`src/rtl/eco32_core_mpu_cfr_ring.sv`:
```
`default_nettype none
// ============================================================================
// Module   : eco32_core_mpu_cfr_ring
// Purpose  : Condition-flag register ring for the barrel-threaded ECO32 core.
//            Holds one FW-bit flag word per hardware thread in an NTH-deep
//            circulating ring. One thread's word is presented per cycle,
//            together with that thread's id. Two write ports merge into the
//            word re-entering the ring:
//              port A : architectural masked overwrite, highest priority
//              port B : ALU/exception update; STICKY bits are OR-accumulated,
//                       other masked bits are overwritten
// Config   : `define ECO32_MPU_CFR_DBG_EN to build the debug strobe register
//            and the dbg_tid/dbg_flags outputs; otherwise they read as 0.
// Ports    : clk, rst (async, active-high)
//            ia_wen/ia_mask/ia_flags : port A write
//            ib_wen/ib_mask/ib_flags : port B write
//            o_flags, o_tid          : presented flag word and its owner
//            dbg_stb, dbg_tid,
//            dbg_flags               : debug change tracking
// Revision : 1.0 - initial parametrised release
// ============================================================================
module eco32_core_mpu_cfr_ring #(
    parameter int              FW     = 16,
    parameter int              NTH    = 2,
    parameter int              TW     = 1,
    parameter logic [FW-1:0]   STICKY = {FW{1'b0}}
) (
    input  logic            clk,
    input  logic            rst,
    input  logic            ia_wen,
    input  logic [FW-1:0]   ia_mask,
    input  logic [FW-1:0]   ia_flags,
    input  logic            ib_wen,
    input  logic [FW-1:0]   ib_mask,
    input  logic [FW-1:0]   ib_flags,
    output logic [FW-1:0]   o_flags,
    output logic [TW-1:0]   o_tid,
    output logic            dbg_stb,
    output logic [TW-1:0]   dbg_tid,
    output logic [6:0]      dbg_flags
);

    // ------------------------------------------------------------------------
    // Elaboration-time parameter sanity
    // ------------------------------------------------------------------------
    generate
        if (FW < 10) begin : g_chk_fw
            $error("eco32_core_mpu_cfr_ring: FW must be >= 10");
        end
        if (NTH < 2) begin : g_chk_nth
            $error("eco32_core_mpu_cfr_ring: NTH must be >= 2");
        end
        if ((2 ** TW) < NTH) begin : g_chk_tw
            $error("eco32_core_mpu_cfr_ring: TW too narrow for NTH threads");
        end
    endgenerate

    localparam logic [TW-1:0] C_TID_LAST = TW'(NTH - 1);

    // ------------------------------------------------------------------------
    // State
    // ------------------------------------------------------------------------
    logic [FW-1:0] ring_q [NTH];
    logic [FW-1:0] ring_d [NTH];
    logic [TW-1:0] tid_q;
    logic [TW-1:0] tid_d;

    // Port-B and final merged values of the word re-entering the ring.
    logic [FW-1:0] w_base;
    logic [FW-1:0] w_b_val;
    logic [FW-1:0] w_b_merged;
    logic [FW-1:0] w_merged;

    // The last ring stage always holds the word of thread (o_tid+1) mod NTH,
    // so writes presented while o_tid == t land on thread t+1 and are seen
    // on o_flags one cycle later.
    assign w_base = ring_q[NTH-1];

    always_comb begin
        // Sticky bits accumulate; non-sticky bits take the new data.
        w_b_val    = (STICKY & (w_base | ib_flags)) | (~STICKY & ib_flags);
        w_b_merged = w_base;
        if (ib_wen) begin
            w_b_merged = (w_base & ~ib_mask) | (w_b_val & ib_mask);
        end
        // Port A overrides stickiness and port B on its masked bits.
        w_merged = w_b_merged;
        if (ia_wen) begin
            w_merged = (w_b_merged & ~ia_mask) | (ia_flags & ia_mask);
        end
    end

    always_comb begin
        for (int k = 0; k < NTH; k++) begin
            ring_d[k] = '0;
        end
        ring_d[0] = w_merged;
        for (int k = 1; k < NTH; k++) begin
            ring_d[k] = ring_q[k-1];
        end
        tid_d = (tid_q == C_TID_LAST) ? '0 : tid_q + TW'(1);
    end

    always_ff @(posedge clk or posedge rst) begin
        if (rst) begin
            for (int k = 0; k < NTH; k++) begin
                ring_q[k] <= '0;
            end
            tid_q <= '0;
        end else begin
            for (int k = 0; k < NTH; k++) begin
                ring_q[k] <= ring_d[k];
            end
            tid_q <= tid_d;
        end
    end

    assign o_flags = ring_q[0];
    assign o_tid   = tid_q;

    // ------------------------------------------------------------------------
    // Debug change tracking
    // ------------------------------------------------------------------------
`ifdef ECO32_MPU_CFR_DBG_EN
    logic dbg_stb_q;
    logic dbg_stb_d;

    // A zero-mask write still counts as a write here.
    assign dbg_stb_d = ia_wen | ib_wen;

    always_ff @(posedge clk or posedge rst) begin
        if (rst) begin
            dbg_stb_q <= 1'b0;
        end else begin
            dbg_stb_q <= dbg_stb_d;
        end
    end

    assign dbg_stb   = dbg_stb_q;
    assign dbg_tid   = tid_q;
    assign dbg_flags = {ring_q[0][9:7], ring_q[0][3:0]};
`else
    assign dbg_stb   = 1'b0;
    assign dbg_tid   = '0;
    assign dbg_flags = 7'd0;
`endif

endmodule
`default_nettype wire

```
`config.mk`:
```
export PLATFORM = sky130hd
export DESIGN_NAME = eco32_core_mpu_cfr_ring
export DESIGN_NICKNAME = d
export VERILOG_FILES = /design/src/rtl/eco32_core_mpu_cfr_ring.sv
export SDC_FILE = /design/constraint.sdc
export NUM_CORES = 1
export LEC_CHECK = 0
export CAP_MARGIN = 20
export CORE_ASPECT_RATIO = 1.1
export CORE_MARGIN = 5
export CORE_UTILIZATION = 38
export CTS_BUF_LIST = sky130_fd_sc_hd__clkbuf_2
export DETAILED_ROUTE_END_ITERATION = 16
export PLACE_DENSITY_LB_ADDON = 0.08
export SLEW_MARGIN = 10
export SYNTH_ARGS = -nofsm -noshare
export SYNTH_HDL_FRONTEND = slang
export SYNTH_SLANG_ARGS = --single-unit
```
`constraint.sdc`:
```
create_clock -name clk -period 1.3 [get_ports clk]
set_clock_uncertainty 0.2 [all_clocks]
set_input_delay 0.26 -clock clk [delete_from_list [all_inputs] [get_ports clk]]
set_output_delay 0.26 -clock clk [all_outputs]
set_load 0.03 [all_outputs]
```
After elaboration in Yosys (flattened, before gate mapping). Index checks and enable logic that the tools add are counted.

Register bits: 33. Bits of input ports: 68. Output and inout bits: 26.

Add/subtract/negate cells: 1. Mux-type cells: 3. Bitwise operators: 8.

Operators with widths (count): $and A16 B16 Y16 (4); $mux W16 (2); $not A16 Y16 (2); $or A16 B16 Y16 (2); $add A1 B1 Y1 const B (1); $mux W1 (1).

Longest topological paths before layout.
Depth in word-level cells: 7. Gate-level depth with buffers: 3. Mapped depth without buffers: 2.

Worst setup path before layout. Ideal clock, no wire load.

Kind: input to register. Start point: in ia_wen. End point: reg ring_q (netlist bit o_flags[14]). Setup time: 0.081 ns. Arrival time: 0.699 ns. Setup slack: 0.319 ns. Stages on the path: 3. Buffers on the path: 1. Path through: buf_2 -> and3b_1 -> a31oi_2.

Word-level cells in the longest chain between the ends: 1.

Ends and longest elaborated chain: start, declared (RTL line 30) `input logic ia_wen,`; $mux W16 (RTL line 88) `if (ia_wen) begin`; named net w_merged[14] (RTL line 72) `logic [FW-1:0] w_merged;`; end signal, assigned by index (RTL line 112) `ring_q[k] <= ring_d[k];`; end, declared (RTL line 63) `logic [FW-1:0] ring_q [NTH];`.

The timed path passes the listed nets, and every way through them passes these cells.

Final worst setup path.
Start point: reg ring_q (netlist bit o_flags[1]). End point: out o_flags[1].

RTL lines: end, declared (RTL line 36) `output logic [FW-1:0] o_flags,`.

No word-level cell between the ends.

==> run_results.csv <==
group,metric,value,unit
cells_and_area,nets,298,
clock_tree,numCtsBuffers,5,
cells_and_area,multi_input_area,591,um^2
run,max-cap-violations,0,
worst_setup_path,cp_top_family,"flip-flops",
sta,final-setup-viol-count,17,
sta,hold_viol_final,0,
worst_setup_path,cp-end-kind,"primary output",
global_routing,grt_start_max_net_pins,34,
worst_setup_path,crit_chain,"buf_6",
place,place_area,2350,um^2
pwr,report.power.total,2.52,mW
logic_synthesis,synth-edff-count,0,
detailed_routing,via_per_inst,4.84,
global_routing,grt_antenna_before_repair,0,
clock_tree,clockBufferDepth,2,
sta,drv_slew,0,
place,pre_cts_slack,-0.326,ns
cells_and_area,regArea,826,um^2
worst_setup_path,critPathKind,"reg -> out",
cells_and_area,final_area,2540,um^2
logic_synthesis,synth.cell_area,1510,um^2
clock_tree,cts_tree,"built",
clock_tree,clk_pin_slew,0.14,ns
worst_setup_path,crit_required,0.84,ns
worst_setup_path,crit_slowest_cell,"dfrtp_1",
logic_synthesis,ys.warnings.count,0,
logic_synthesis,ys_seq_elements,33,
worst_hold_path,hp-class,"in -> async",
clock_tree,hold_buffers,0,
detailed_routing,drtPass1Iterations,4,
floorplan,die_y,76.1,um
sta,min_period_over_period,1.06,
floorplan,start_util,0.387,
clock_tree,cts_max_level,2,
logic_synthesis,synthDistinctLibCells,15,
logic_synthesis,synth_ff_type,"dfrtp_1",
place,dp_hpwl,2.99,mm
clock_tree,cts.sinks,33,
place,place.gp.congestion,0.774,
place,io_buffers,84,
global_routing,grt-ovfl-total,0,
global_routing,first_global_vias,1450,
pwr,powerDensity,992,nW/um^2
detailed_routing,wirelength,3.96,mm
cells_and_area,diodes,0,
floorplan,die_area,5330,um^2
clock_tree,clock-root-buffer,"clkbuf_2",
cells_and_area,area_growth,68.4,%
pwr,peakVddDrop,0.000641,V
sta,rsz0062_at_grt,"yes",
floorplan,placementRows,24,
logic_synthesis,synth_area_leaders,"dfrtp_1, a21bo_1, and3b_1",
worst_setup_path,path_buf_inv,1,
logic_synthesis,synth_cells,131,
detailed_routing,dr_total_vias,1371,
global_routing,grt_pass1_wl,6.40,mm
outcome,status,"complete, but fails checks",
sta,period_minus_slack,1.38,ns
cells_and_area,fillers,320,
sta,fin_hold_ws,0.0610,ns
logic_synthesis,yosysTopAreaCellShare,0.547,
sta,fmax,724,MHz
detailed_routing,post-route-drc-count,0,
pwr,p_leak,1.21,nW
floorplan,fp.dieW,70.1,um
clock_tree,clk_latency,0.34,ns
detailed_routing,avgRoutedWirePerCell,14.0,um
worst_setup_path,critPathMaxStageDelay,0.43,ns
outcome,violations,"setup timing",
detailed_routing,drt_iter0_markers,36,
logic_synthesis,yosysTopAreaCell,"dfrtp_1",
logic_synthesis,seq_area_frac_synth,0.547,
worst_setup_path,arrival,0.92,ns
floorplan,core,3900,um^2
worst_setup_path,start_kind,"register",
global_routing,grt_use_total,0.151,
sta,fin_ws,-0.0819,ns
logic_synthesis,synth_area_per_cell,11.5,um^2
cells_and_area,drive_gt1_frac,0.195,
floorplan,pin_count,94,
detailed_routing,ant_nets,0,
worst_setup_path,worstPathMaxFanout,2,
logic_synthesis,synthArstFlopShare,1.00,
-- area by class of cell --
type	count	share of cell area
timing repair buffer	99	0.398
sequential	33	0.325
multi-input combinational	89	0.232
tap	52	0.0256
clock buffer	8	0.0158
inverter	2	0.00295
-- layout by cell type, fill, tap and decap left out, types with 3 or more instances in the layout --
cell type	instances
nand2_1	16
clkdlybuf4s50_1	67
buf_12	3
clkbuf_2	8
buf_6	17
conb_1	9
dfrtp_1	33
and3b_1	16
a31oi_1	15
nand3_1	14
a21bo_1	14
buf_4	12
-- sequential cells by signal (all words and copies together), names as in the netlist --
name	count
o_flags	16
w_base	16
o_tid	1
-- cell families after synthesis --
family	synth area share
flops	0.547
compound gates	0.177
simple gates	0.192
buf+inv	0.0813
other cells	0.00249
-- synth_stat cells (2+ instances only) --
| cell type | number |
|---|---|
| a21bo_2 | 2 |
| nand2_1 | 16 |
| and3b_1 | 16 |
| a31oi_1 | 15 |
| buf_2 | 2 |
| nand3_1 | 14 |
| dfrtp_1 | 33 |
| a21bo_1 | 14 |
| buf_4 | 9 |
| buf_6 | 3 |
| inv_1 | 2 |
| nand3_2 | 2 |
-- where the power goes --
group | internal [mW] | switching, mW
clock | 0.159 | 0.296
sequential | 1.16 | 0.0663
combinational | 0.485 | 0.357
total | 1.80 | 0.719
-- stage by stage --
| step | utilization | cells | TNS (ns) |
|---|---|---|---|
| finish | 0.651 | 283 | -1.09 |
| global route | 0.651 | 283 | -2.26 |
| CTS | 0.643 | 279 | -1.66 |
| detailed placement | 0.603 | 264 | -3.81 |
| global placement | 0.603 | 264 | -3.61 |
| floorplan | - | 139 | 0 |
-- final timing paths --
check	startpoint	end	slack, ns	depth (start not counted)
worst max-delay path	o_flags[1]$_DFF_PP0_	o_flags[1]	-0.08	1
worst min-delay path	rst	w_base[9]$_DFF_PP0_	0.06	3
worst max register to register	w_base[14]$_DFF_PP0_	o_flags[14]$_DFF_PP0_	0.29	2
worst min register to register	o_flags[12]$_DFF_PP0_	w_base[12]$_DFF_PP0_	0.22	0
max in group asynchronous	rst	o_tid$_DFF_PP0_	0.67	3
min in group clk	o_flags[12]$_DFF_PP0_	w_base[12]$_DFF_PP0_	0.22	0
-- metal layers --
layer	track usage	up-vias	wire, um
met5	0	-	0
met4	0.0670	0	77
met3	0.0501	12	327
met2	0.268	70	2060
met1	0.159	639	1500
li1	-	650	-
-- timing repair --
action / 4_1_cts / 5_1_grt
setup endpoints to repair: 17 / 17
buffers inserted: 7 / 4
gates resized for setup: 17 / 0
cloned: 0 / 0
Power figures use the tool's default switching activity.
